===== src/rtl/fir_axis_out_buffer.sv =====
// Output buffer behind the FIR core: a small first-word-fall-through FIFO that
// absorbs sink back-pressure, re-presents samples on an AXI-Stream master,
// checks tlast placement against the programmed frame length and pulses
// frame_done when the end-of-frame beat leaves the buffer.
module fir_axis_out_buffer #(
    parameter int pDATA_WIDTH = 32,
    parameter int DEPTH       = 8,
    parameter int pLEN_WIDTH  = 10
) (
    input  logic                     axis_clk,
    input  logic                     axis_rst,
    input  logic                     s_tvalid,
    input  logic [pDATA_WIDTH-1:0]   s_tdata,
    input  logic                     s_tlast,
    output logic                     s_tready,
    output logic                     m_tvalid,
    output logic [pDATA_WIDTH-1:0]   m_tdata,
    output logic                     m_tlast,
    input  logic                     m_tready,
    input  logic [pLEN_WIDTH-1:0]    cfg_length,
    input  logic                     clear,
    output logic [$clog2(DEPTH):0]   level,
    output logic                     frame_done,
    output logic                     tlast_err
);

    localparam int PTR_W = $clog2(DEPTH);
    localparam int LVL_W = PTR_W + 1;
    localparam logic [LVL_W-1:0] FULL_LEVEL = LVL_W'(DEPTH);

    typedef struct packed {
        logic                   last;
        logic [pDATA_WIDTH-1:0] data;
    } entry_t;

    entry_t                 mem_q [DEPTH];
    logic [PTR_W-1:0]       wr_ptr_q, wr_ptr_d;
    logic [PTR_W-1:0]       rd_ptr_q, rd_ptr_d;
    logic [LVL_W-1:0]       level_q, level_d;
    logic [pLEN_WIDTH-1:0]  scnt_q, scnt_d;
    logic [pLEN_WIDTH-1:0]  len_q, len_d;
    logic                   tlast_err_q, tlast_err_d;
    logic                   frame_done_q, frame_done_d;

    logic                   push;
    logic                   pop;
    entry_t                 head;
    logic [pLEN_WIDTH-1:0]  len_eff;
    logic [pLEN_WIDTH-1:0]  scnt_inc;

    assign level      = level_q;
    assign frame_done = frame_done_q;
    assign tlast_err  = tlast_err_q;

    // Handshakes and fall-through output, all derived from registered occupancy.
    always_comb begin
        s_tready = (level_q != FULL_LEVEL) && !clear;
        m_tvalid = (level_q != '0);
        push     = s_tvalid && s_tready;
        pop      = m_tvalid && m_tready && !clear;
        head     = mem_q[rd_ptr_q];
        m_tdata  = m_tvalid ? head.data : '0;
        m_tlast  = m_tvalid && head.last;
    end

    // Pointer, occupancy and frame_done next-state; clear overrides everything.
    always_comb begin
        // NOTE: every variable gets a default first so no path leaves it unassigned (no latch).
        wr_ptr_d     = wr_ptr_q;
        rd_ptr_d     = rd_ptr_q;
        level_d      = level_q;
        frame_done_d = pop && head.last;
        if (push) begin
            wr_ptr_d = wr_ptr_q + PTR_W'(1);
        end
        if (pop) begin
            rd_ptr_d = rd_ptr_q + PTR_W'(1);
        end
        case ({push, pop})
            2'b10:   level_d = level_q + LVL_W'(1);
            2'b01:   level_d = level_q - LVL_W'(1);
            default: level_d = level_q;
        endcase
        if (clear) begin
            wr_ptr_d     = '0;
            rd_ptr_d     = '0;
            level_d      = '0;
            frame_done_d = 1'b0;
        end
    end

    // Framing checker: count accepted samples and compare tlast with the frame length.
    always_comb begin
        scnt_d      = scnt_q;
        len_d       = len_q;
        tlast_err_d = tlast_err_q;
        // The first sample of a frame uses cfg_length directly, as it is latched on that push.
        len_eff     = (scnt_q == '0) ? cfg_length : len_q;
        scnt_inc    = scnt_q + pLEN_WIDTH'(1);
        if (push) begin
            if (scnt_q == '0) begin
                len_d = cfg_length;
            end
            if (s_tlast) begin
                if ((len_eff == '0) || (scnt_inc != len_eff)) begin
                    tlast_err_d = 1'b1;
                end
                scnt_d = '0;
            end else if ((len_eff == '0) || (scnt_inc == len_eff)) begin
                tlast_err_d = 1'b1;
                scnt_d      = '0;
            end else begin
                scnt_d = scnt_inc;
            end
        end
        if (clear) begin
            scnt_d      = '0;
            tlast_err_d = 1'b0;
        end
    end

    // Control state registers with asynchronous reset.
    always_ff @(posedge axis_clk or posedge axis_rst) begin
        // NOTE: sequential state uses non-blocking assignments so all flops update together.
        if (axis_rst) begin
            wr_ptr_q     <= '0;
            rd_ptr_q     <= '0;
            level_q      <= '0;
            scnt_q       <= '0;
            len_q        <= '0;
            tlast_err_q  <= 1'b0;
            frame_done_q <= 1'b0;
        end else begin
            wr_ptr_q     <= wr_ptr_d;
            rd_ptr_q     <= rd_ptr_d;
            level_q      <= level_d;
            scnt_q       <= scnt_d;
            len_q        <= len_d;
            tlast_err_q  <= tlast_err_d;
            frame_done_q <= frame_done_d;
        end
    end

    // Sample storage written on each accepted input beat.
    always_ff @(posedge axis_clk) begin
        // NOTE: storage has no reset; level==0 masks stale entries, so it can map to plain RAM.
        if (push) begin
            mem_q[wr_ptr_q] <= '{last: s_tlast, data: s_tdata};
        end
    end

endmodule


===== config.mk =====
export PLATFORM = sky130hd
export DESIGN_NAME = fir_axis_out_buffer
export DESIGN_NICKNAME = d
export VERILOG_FILES = /design/src/rtl/fir_axis_out_buffer.sv
export SDC_FILE = /design/constraint.sdc
export NUM_CORES = 1
export LEC_CHECK = 0
export BUFFER_PORTS_ARGS = -buffer_cell sky130_fd_sc_hd__buf_4
export CAP_MARGIN = 20
export CELL_PAD_IN_SITES_DETAIL_PLACEMENT = 1
export CELL_PAD_IN_SITES_GLOBAL_PLACEMENT = 2
export CORE_MARGIN = 2
export CORE_UTILIZATION = 42
export DETAILED_ROUTE_END_ITERATION = 7
export GPL_TIMING_DRIVEN = 0
export HOLD_SLACK_MARGIN = 0.15
export PLACE_DENSITY = 0.78
export SYNTH_ARGS = -nofsm -noshare
export SYNTH_HDL_FRONTEND = slang
export SYNTH_SLANG_ARGS = --single-unit

===== constraint.sdc =====
create_clock -name axis_clk -period 6.28 [get_ports axis_clk]
set_input_delay 0.942 -clock axis_clk [delete_from_list [all_inputs] [get_ports axis_clk]]
set_output_delay 0.942 -clock axis_clk [all_outputs]
set_load 0.05 [all_outputs]

==> flow_summary.json <==
{
  "hold_ws_ps": 506.0,
  "antenna_found_initial": 0,
  "finalMaxSlewViolations": 0,
  "vdd_ir_drop_max_mv": 0.2583,
  "startpoint": "rd_ptr_q[0]",
  "fmax_mhz": 231.4,
  "fin_cells": 1178,
  "rsz0062_at_grt": "false",
  "final_core_util_pct": 52.27,
  "synth_fp_nets": 675,
  "post-place-cells": 1121,
  "fp.dieArea_sq_um": 29940,
  "grt_remaining_overflow": 0,
  "grt_pass1_vias": 7067,
  "drt_pre_antenna_iters": 4,
  "port-buffer-count": 88,
  "synth-edff-count": 264,
  "grt_usage_pct": 18.81,
  "p_seq_share_pct": 40.2,
  "core_sq_um": 27930,
  "slew_headroom_pct": 32.55,
  "synthesis.area_sq_um": 12000,
  "stdcell_area_sq_um": 14600,
  "grt_max_degree": 22,
  "cts_hold_buf": 0,
  "pwr-share-clk_pct": 32.7,
  "timing.clock.skew_ps": 16.86,
  "final_nets": 832,
  "p_sw_mw": 1.740,
  "crit_fanout": 10,
  "vias_per_cell": 5.332,
  "share_comb_of_total_power_pct": 27.1,
  "critPathCaptureType": "output pin",
  "gp_congestion": 0.7406,
  "cp.required_ps": 5340,
  "synth_flop_cell": "edfxtp_1",
  "hold_class": "input pin to asynchronous set/reset pin",
  "outcome": "finished, final reports clean",
  "reg2regPathDepth": 10,
  "period_minus_slack_ps": 4321,
  "dpl_cell_area_sq_um": 13540,
  "r2r_start": "level[0]",
  "worstMarginPinSlew_ps": 1012,
  "power.internal_mw": 3.874,
  "post_cts_resized": 0,
  "drv_cap": 0,
  "syn_inst": 620,
  "final_cell_mix": "edfxtp_1 (264), buf_4 (104), mux4_2 (66)",
  "die_y_um": 173.0,
  "r2r-end": "level[3]",
  "n_antenna_cell": 0,
  "die_w_um": 173.0,
  "insertion_delay_ps": 560,
  "synthArstFlopShare_pct": 10.81,
  "drive_gt1_share_pct": 34.00,
  "finalHoldViolCount": 0,
  "yosys_warnings": 0,
  "initial_utilization_pct": 42.96,
  "wire_per_inst_um": 23.21,
  "synth_cell_types": 45,
  "cts_setup_buffers": 0,
  "clockRootBuffer": "clkbuf_16",
  "multi_input_area_sq_um": 3166,
  "setup_viol": 0,
  "leakagePower_nw": 4.918,
  "cts.htree.levels": 1,
  "rows": 61,
  "wirelength_um": 27340,
  "tns_ps": 0,
  "cts_buffers": 30,
  "vias": 6281,
  "drt_iter0_markers": 529,
  "switching_share_pct": 31.00,
  "cts_num_sinks": 296,
  "arrival_ps": 3380,
  "regArea_sq_um": 8728,
  "syn2layout_area_growth_pct": 21.65,
  "cts_tree": "done",
  "min_period_over_period_pct": 68.80,
  "path_clk_slew_ps": 60,
  "final_common_cell": "edfxtp_1",
  "remaining_drc_errors": 0,
  "critPathCapture": "m_tdata[9]",
  "seq_area_frac_synth_pct": 72.73,
  "powerDensity_nw_per_um2": 384.5,
  "grt_pass1_wl_um": 43080,
  "drtAntennaViolNets": 0,
  "worstSetupPathType": "flop to output pin",
  "synth.avg_cell_area_sq_um": 19.36,
  "dp.final_hpwl_um": 18690,
  "r2r_slack_ps": 2710,
  "ys_ff_latch": 296,
  "fillerInstances": 2618,
  "io-pin-count": 89,
  "clock_path_buffers": 3,
  "cp-start-kind": "flop"
}
per-stage QoR:
step,worst slack (ps),power (mW)
2_1_floorplan,133.5,3.346
3_3_place_gp,-3029,3.780
3_5_place_dp,2498,3.821
4_1_cts,1866,5.664
5_1_grt,1687,5.842
6_report,1959,5.614
sequential cells by signal, indices dropped and copies added (netlist names):
name	count
mem_q	264
len_q	10
scnt_q	10
level	4
rd_ptr_q	3
wr_ptr_q	3
frame_done	1
tlast_err	1
per-layer routing:
layer | part of all wire [%] | track usage [%] | wire length (um) | vias up
li1 | - | - | - | 2811
met1 | 42 | 25.38 | 11510 | 3267
met2 | 51 | 32.00 | 13900 | 166
met3 | 5.2 | 2.792 | 1419 | 37
met4 | 1.9 | 5.261 | 507 | 0
met5 | 0 | 0 | 0 | -
cells in the mapped netlist (3+ instances only):
cell type,count,area (sq um)
mux2_2,11,123.9
nor2_1,51,191.4
inv_1,5,18.77
clkbuf_1,18,67.56
xor2_1,10,87.58
dfrtp_1,32,800.8
mux4_2,66,1486
nand2_1,17,63.81
buf_1,6,22.52
nor4_1,6,37.54
ha_1,6,75.07
nand4_1,3,18.77
nand3_1,8,40.04
mux2i_1,43,430.4
a21oi_1,7,35.03
o21ai_0,7,35.03
a21o_1,4,30.03
edfxtp_1,264,7928
nor3_1,7,35.03
xnor2_1,14,122.6
worst min path at each step:
stage	start	to	slack, ps
finish	axis_rst	len_q[4]	510
global route	axis_rst	len_q[4]	540
detailed placement	len_q[3]	len_q[3]	530
global placement	len_q[9]	len_q[9]	510
CTS	axis_rst	len_q[4]	500
floorplan	scnt_q[9]	scnt_q[9]	490
logic make-up after synthesis:
logic type	Yosys count	share of synthesized area [%]
AOI/OAI and AO/OA	24	1.282
xor gates and xnor gates	24	1.751
adders and majority gates	7	0.7923
buffers and inverters	35	1.282
DFF	296	72.73
muxes	121	17.19
and+or+nand+nor	113	4.973
power groups by stage:
| stage | sequential (mW) | combinational [mW] | clock, mW |
|---|---|---|---|
| 4_1_cts | 2.26 | 1.53 | 1.88 |
| 3_5_place_dp | 2.30 | 1.52 | 0 |
| 2_1_floorplan | 2.31 | 1.03 | 0 |
| 6_report | 2.26 | 1.52 | 1.83 |
| 5_1_grt | 2.26 | 1.63 | 1.95 |
| 3_3_place_gp | 2.30 | 1.48 | 0 |
worst max-delay path, stage by stage, from the launching register on:
cell      delay, ps
dfrtp_1         340
clkbuf_1        210
buf_2           370
buf_1           780
mux4_2          610
mux2i_1         200
nor2_1           80
buf_4           220
layout make-up:
type / instances / share of cell area, %
well taps: 378 / 3.239
multi-input cells: 289 / 21.68
repair buffers: 125 / 7.216
clock inverters: 20 / 1.757
plain buffers: 30 / 0.9255
clock buffers: 35 / 5.270
flip-flops and latches: 296 / 59.78
inverters: 5 / 0.1285
No activity file was read; power rests on OpenSTA's default activity.
